File: src/rtl/md_pkg.sv
`default_nettype none
// ============================================================================
//  Module      : md_pkg
//  Description : Shared widths, entry layout and FSM state encoding for the
//                cell-pair generator.
//  Revision    : 1.0 - initial release
// ============================================================================
package md_pkg;

    localparam int CNT_W       = 8;
    localparam int DATA_W      = 96;
    // One cache entry is {invalid, payload}.
    localparam int ENTRY_W     = DATA_W + 1;
    localparam int INVALID_BIT = DATA_W;

    typedef enum logic [1:0] {
        IDLE   = 2'd0,
        STREAM = 2'd1,
        DRAIN  = 2'd2,
        FINISH = 2'd3
    } state_t;

endpackage
`default_nettype wire

File: src/rtl/pair_index_counter.sv
`default_nettype none
// ============================================================================
//  Module      : pair_index_counter
//  Description : Nested reference (i, outer) / neighbor (j, inner) index
//                counters for one cell-pair sweep. Counts and the half-shell
//                mode are captured on load. In half-shell mode j starts at
//                i+1 and the sweep ends as soon as the next row would be
//                empty, so no dead cycles are spent on skipped rows.
//  Ports       : clk, reset      - clock, synchronous active-high reset
//                load            - capture counts/mode, restart at first pair
//                advance         - step to the next (i,j); holds when low
//                half            - half-shell mode (only j>i), taken on load
//                ref_count       - reference particle count, taken on load
//                neigh_count     - neighbor particle count, taken on load
//                ref_idx         - current i (registered)
//                neigh_idx       - current j (registered)
//                last            - current (i,j) is the final pair
//  Revision    : 1.0 - initial release
// ============================================================================
module pair_index_counter #(
    parameter int CNT_W = md_pkg::CNT_W
) (
    input  logic             clk,
    input  logic             reset,
    input  logic             load,
    input  logic             advance,
    input  logic             half,
    input  logic [CNT_W-1:0] ref_count,
    input  logic [CNT_W-1:0] neigh_count,
    output logic [CNT_W-1:0] ref_idx,
    output logic [CNT_W-1:0] neigh_idx,
    output logic             last
);
    import md_pkg::*;

    logic [CNT_W-1:0] r_ref_cnt;
    logic [CNT_W-1:0] r_neigh_cnt;
    logic [CNT_W-1:0] r_i;
    logic [CNT_W-1:0] r_j;
    logic             r_half;
    logic             w_row_end;
    logic             w_last_row;

    assign w_row_end  = (r_j == r_neigh_cnt - CNT_W'(1));
    // In half-shell mode the row after i is empty exactly when j's last
    // value equals i+1, i.e. this row held a single pair.
    assign w_last_row = (r_i == r_ref_cnt - CNT_W'(1)) ||
                        (r_half && (r_i + CNT_W'(1) == r_j));
    assign last       = w_row_end && w_last_row;

    assign ref_idx    = r_i;
    assign neigh_idx  = r_j;

    always_ff @(posedge clk) begin
        if (reset) begin
            r_ref_cnt   <= '0;
            r_neigh_cnt <= '0;
            r_half      <= 1'b0;
            r_i         <= '0;
            r_j         <= '0;
        end else if (load) begin
            r_ref_cnt   <= ref_count;
            r_neigh_cnt <= neigh_count;
            r_half      <= half;
            r_i         <= '0;
            r_j         <= half ? CNT_W'(1) : '0;
        end else if (advance) begin
            if (w_row_end) begin
                // Only reached when another non-empty row follows, so i+2
                // stays below neigh_count and cannot overflow.
                r_i <= r_i + CNT_W'(1);
                r_j <= r_half ? r_i + CNT_W'(2) : '0;
            end else begin
                r_j <= r_j + CNT_W'(1);
            end
        end
    end

endmodule
`default_nettype wire

File: src/rtl/pair_generator.sv
`default_nettype none
// ============================================================================
//  Module      : pair_generator
//  Description : Sweeps every (reference, neighbor) particle pair of two cell
//                caches, issuing registered read addresses and emitting the
//                joined entries two cycles later, one pair per cycle.
//                Optional build macro PAIR_HALF_SHELL_EN: when defined and
//                same_cell is latched high, only pairs with j>i are emitted.
//  Ports       : clk, reset               - clock, synchronous active-high reset
//                start                    - begin a sweep (accepted in IDLE)
//                ref_count, neigh_count   - particle counts, latched on start
//                same_cell                - same-cell sweep (half-shell build)
//                stall                    - downstream hold request
//                ref_addr, neigh_addr     - registered cache read addresses
//                ref_rdata, neigh_rdata   - cache data, 1 cycle after address
//                pair_out                 - {neigh entry, ref entry}
//                pair_en                  - pair_out holds a valid pair
//                busy                     - sweep in progress
//                finished                 - one-cycle completion pulse
//  Revision    : 1.0 - initial release
// ============================================================================
module pair_generator #(
    parameter int CNT_W  = md_pkg::CNT_W,
    parameter int DATA_W = md_pkg::DATA_W
) (
    input  logic                  clk,
    input  logic                  reset,
    input  logic                  start,
    input  logic [CNT_W-1:0]      ref_count,
    input  logic [CNT_W-1:0]      neigh_count,
    input  logic                  same_cell,
    input  logic                  stall,
    output logic [CNT_W-1:0]      ref_addr,
    output logic [CNT_W-1:0]      neigh_addr,
    input  logic [DATA_W-1:0]     ref_rdata,
    input  logic [DATA_W-1:0]     neigh_rdata,
    output logic [2*DATA_W+1:0]   pair_out,
    output logic                  pair_en,
    output logic                  busy,
    output logic                  finished
);
    import md_pkg::*;

    state_t            r_state;
    state_t            w_state_nxt;
    logic              w_accept;
    logic              w_adv;
    logic              w_last;
    logic              w_half_in;
    logic              w_empty;
    logic              w_addr_v;

    logic              r_rd_v;       // rdata currently holds a pending pair
    logic              r_skid_v;     // that pair was parked in the skid regs
    logic [DATA_W-1:0] r_skid_ref;
    logic [DATA_W-1:0] r_skid_neigh;
    logic [DATA_W-1:0] r_pair_ref;
    logic [DATA_W-1:0] r_pair_neigh;
    logic              r_pair_en;

`ifdef PAIR_HALF_SHELL_EN
    assign w_half_in = same_cell;
`else
    logic unused_same_cell;
    assign unused_same_cell = same_cell;
    assign w_half_in        = 1'b0;
`endif

    // A half-shell sweep with a single neighbor has no j>i pair at all.
    assign w_empty  = (ref_count == '0) || (neigh_count == '0) ||
                      (w_half_in && (neigh_count == CNT_W'(1)));
    assign w_addr_v = (r_state == STREAM);

    pair_index_counter #(
        .CNT_W (CNT_W)
    ) u_index (
        .clk         (clk),
        .reset       (reset),
        .load        (w_accept),
        .advance     (w_adv),
        .half        (w_half_in),
        .ref_count   (ref_count),
        .neigh_count (neigh_count),
        .ref_idx     (ref_addr),
        .neigh_idx   (neigh_addr),
        .last        (w_last)
    );

    always_ff @(posedge clk) begin
        if (reset) begin
            r_state <= IDLE;
        end else begin
            r_state <= w_state_nxt;
        end
    end

    // Stall freezes the sweep only while pairs are in flight; IDLE and the
    // single FINISH cycle run regardless so finished stays a single pulse.
    always_comb begin
        w_state_nxt = r_state;
        w_accept    = 1'b0;
        w_adv       = 1'b0;
        case (r_state)
            IDLE: begin
                if (start) begin
                    w_accept    = 1'b1;
                    w_state_nxt = w_empty ? FINISH : STREAM;
                end
            end
            STREAM: begin
                if (!stall) begin
                    if (w_last) begin
                        w_state_nxt = DRAIN;
                    end else begin
                        w_adv = 1'b1;
                    end
                end
            end
            DRAIN: begin
                if (!stall && !r_rd_v && !r_skid_v) begin
                    w_state_nxt = FINISH;
                end
            end
            FINISH:  w_state_nxt = IDLE;
            default: w_state_nxt = IDLE;
        endcase
    end

    // While stalled the address is frozen, so the cache keeps returning the
    // data of the frozen address; the pair already sitting on rdata at the
    // first stalled edge would be lost, hence the one-deep skid register.
    always_ff @(posedge clk) begin
        if (reset) begin
            r_rd_v       <= 1'b0;
            r_skid_v     <= 1'b0;
            r_skid_ref   <= '0;
            r_skid_neigh <= '0;
            r_pair_ref   <= '0;
            r_pair_neigh <= '0;
            r_pair_en    <= 1'b0;
        end else if (stall) begin
            r_pair_en <= 1'b0;
            if (r_rd_v && !r_skid_v) begin
                r_skid_v     <= 1'b1;
                r_skid_ref   <= ref_rdata;
                r_skid_neigh <= neigh_rdata;
            end
        end else begin
            r_rd_v    <= w_addr_v;
            r_skid_v  <= 1'b0;
            r_pair_en <= r_rd_v;
            if (r_rd_v) begin
                r_pair_ref   <= r_skid_v ? r_skid_ref   : ref_rdata;
                r_pair_neigh <= r_skid_v ? r_skid_neigh : neigh_rdata;
            end
        end
    end

    assign pair_out = {~r_pair_en, r_pair_neigh, ~r_pair_en, r_pair_ref};
    assign pair_en  = r_pair_en;
    assign busy     = (r_state != IDLE);
    assign finished = (r_state == FINISH);

endmodule
`default_nettype wire

File: config.mk
export PLATFORM = sky130hd
export DESIGN_NAME = pair_generator
export DESIGN_NICKNAME = d
export VERILOG_FILES = /design/src/rtl/md_pkg.sv /design/src/rtl/pair_index_counter.sv /design/src/rtl/pair_generator.sv
export SDC_FILE = /design/constraint.sdc
export NUM_CORES = 1
export LEC_CHECK = 0
export ABC_AREA = 1
export CAP_MARGIN = 10
export CORE_MARGIN = 3
export CORE_UTILIZATION = 30
export DETAILED_ROUTE_END_ITERATION = 16
export SYNTH_ARGS = -nofsm -noshare
export SYNTH_HDL_FRONTEND = slang
export SYNTH_SLANG_ARGS = --single-unit
File: constraint.sdc
create_clock -name clk -period 3.6 [get_ports clk]
set_clock_uncertainty 0.05 [all_clocks]
set_input_delay 0.54 -clock clk [delete_from_list [all_inputs] [get_ports clk]]
set_output_delay 0.54 -clock clk [all_outputs]
set_load 0.005 [all_outputs]
==> out/results.txt <==
Leak: 9.309 nW
Detailed Place HPWL: 35400 µm
# setup viols final: 0
Core outline area: 0.05445 mm²
First-pass GRT wire length: 89040 µm
Number of DRC markers after the initial detailed-route iteration: 1123
Post-Syn Nets: 2465
P per Cell Area: 547.6 mW/mm²
Cell area after synthesis: 0.01671 mm²
Row count: 85
Routed wire per std cell: 16.92 µm
Setup Crit Path Kind: register to output pin
Core Util, Final: 42.57%
Cts hold-fix bufs: 0
Number of buffers created by CTS: 48
Fin nets: 2787
Count of final max-slew check failures: 0
Pin count of the biggest net entering global routing: 141
Top FF cell, synth: dfxtp_1
Commonest cells post-synth: o21ai_0 (461), dfxtp_1 (421), a21oi_1 (414)
Final hold vios: 0
Post-route cell area: 0.02318 mm²
Max clock buf depth: 3
Avg Vias per Cell: 4.980
Reg2reg end: u_index.ref_idx[0]$_SDFFE_PP0P_
Worst-path fanout max: 4
Final non-filler cell total: 3347
Die X-Extent: 242.0 µm
Post-synth EDFFs: 0
CTS sink count: 421
Die H: 242.0 µm
PortBufs: 424
CTS tree: built
Post-synth top area share: 50.45%
H-Tree Depth: 2
Ports: 426
Clock transition at path regs: 0.06 ns
Area Growth Syn to Fin: 38.74%
RSZ-0062 raised after global routing: false
Reg2reg path depth: 11
Most frequent cell after synthesis: o21ai_0
Sequential-to-total area share from yosys stat: 50.45%
Status: complete, no violations
Synth cell types: 27
Vias in the first global route: 15930
Final WS setup: 1.122 ns
Residual DRC: 0
Drt first pass iters: 5
GRT overflow: 0
Proportion of layout cells with a drive suffix above 1: 4.724%
Worst EP arrival: 1.89 ns
Clk_lat worst skew: 0.57 ns
Quantity of gates resized following cts: 0
Reg2reg setup slack: 1.15 ns
#FFs+latches synth: 421
Hold Crit Endpoint: r_skid_ref[72]$_SDFFE_PP0P_
Final Routed Wirelength: 56630 µm
Cell area after placement: 0.02153 mm²
Hold Crit Class: register to register
Setup crit end kind: output pin
Post-CTS Setup Inserts: 0
Fmax: 0.4035 GHz
CTS Root Cell: clkbuf_16
Initial antenna violation count: 5
Worst Tran Pin Value: 0.8860 ns
Final Wtd Congestion: 0.8297
Synth Area per Inst: 7.449 µm²
Via count: 16670
Hold path depth: 2
Setup TNS: 0 ns
Die footprint: 0.05856 mm²
Cells after Synth: 2243
Ys async rst share: 0%
Period utilization: 68.84%
Placed instance count: 3254
Maximum capacitance violations: 0
Worst R2R Start: u_index.r_neigh_cnt[0]$_SDFFE_PP0P_
Largest area contributor in the netlist: dfxtp_1
Max IR drop VDD: 0.3561 mV
Worst setup SP type: register
Initial Utilization: 30.68%
Total track usage: 18.39%
Pre-CTS WS: 0.9720 ns
CP required: 3.01 ns
Slew HR: 40.94%
Synth Warn #: 0
Min-delay src: r_skid_ref[72]$_SDFFE_PP0P_
Ranking of synthesized cells by area: dfxtp_1 (50%), o21ai_0 (14%), a21oi_1 (12%)
Routed Antenna Nets: 0
Fin crit period: 2.478 ns
critical path: stages, from the launching register on:
cell             delay (ns)
dfxtp_1                0.38
inv_1                  0.10
ha_1                   0.22
inv_1                  0.07
clkdlybuf4s50_1        0.55
power by group:
| part | total [W] | internal [W] | leakage [nW] | switching [W] |
|---|---|---|---|---|
| clock network | 0.00505 | 0.00302 | 0.819 | 0.00203 |
| logic | 0.00230 | 0.00104 | 5.08 | 0.00126 |
| registers | 0.00534 | 0.00510 | 3.41 | 0.000242 |
cells in the final DEF (no fill, tap or decap), drive strengths merged:
cell type      instances
bufinv                 3
nand3                 33
clkdlybuf4s50        424
clkinvlp               1
clkbuf                71
ha                     9
xnor2                 11
nand3b                 1
and2                   1
a21oi                414
nand4                 11
diode                  4
nor4                   4
nor3                   5
o21ai                463
xor2                  13
dfxtp                421
clkinv                12
inv                  105
buf                   23
nor2                 319
nand2                260
cell families after synthesis:
kind of cell | synth area share, %
buf+inv | 6.298
xor+xnor | 1.258
simple gates | 15.05
flops | 50.45
compound gates | 26.27
fa+ha+maj | 0.6740
area by class of cell:
type | instances | area (µm²)
fillers | 5459 | 31270
flip-flops and latches | 421 | 8432
multi-input cells | 1544 | 7239
repair buffers | 447 | 4529
clock buffers | 71 | 1459
well taps | 739 | 924.6
inverters | 103 | 406.6
clock inverters | 18 | 178.9
diodes | 4 | 10.01
through the flow:
| stage | total power (W) | hold slack (ns) |
|---|---|---|
| 6_report | 0.01269 | 0.3999 |
| 4_1_cts | 0.01285 | 0.4015 |
| 3_5_place_dp | 0.007740 | 0.3921 |
| 2_1_floorplan | 0.006627 | 0.3792 |
| 5_1_grt | 0.01334 | 0.4239 |
| 3_3_place_gp | 0.007677 | 0.3866 |
metal layers:
layer / wire length [µm] / global-route usage (%) / part of all wire, %
met1: 23990 / 22.80 / 42
met2: 26760 / 30.48 / 47
met3: 3916 / 4.815 / 6.9
met4: 1962 / 7.267 / 3.5
met5: 9 / 0 / 0.016
flip-flops by register name, indices dropped and copies added, names as in the netlist:
register             flops
r_skid_ref              96
r_pair_neigh            96
u_index.ref_idx          8
r_state                  2
u_index.r_neigh_cnt      8
r_skid_v                 1
pair_en                  1
r_rd_v                   1
r_pair_ref              96
r_skid_neigh            96
u_index.neigh_idx        8
u_index.r_ref_cnt        8
worst max-delay path by stage:
stage / slack [ns] / endpoint / start / cells past startpoint
floorplan: 1.61 / u_index.ref_idx[4]$_SDFFE_PP0P_ / u_index.r_neigh_cnt[0]$_SDFFE_PP0P_ / 12
global placement: 1.04 / r_skid_ref[84]$_SDFFE_PP0P_ / stall / 7
detailed placement: 0.97 / r_skid_ref[88]$_SDFFE_PP0P_ / stall / 7
CTS: 1.06 / busy / r_state[0]$_SDFFE_PP0P_ / 4
global route: 0.93 / u_index.ref_idx[1]$_SDFFE_PP0P_ / u_index.r_neigh_cnt[0]$_SDFFE_PP0P_ / 13
finish: 1.12 / busy / r_state[0]$_SDFFE_PP0P_ / 4
No activity file was read; power rests on OpenSTA's default activity.
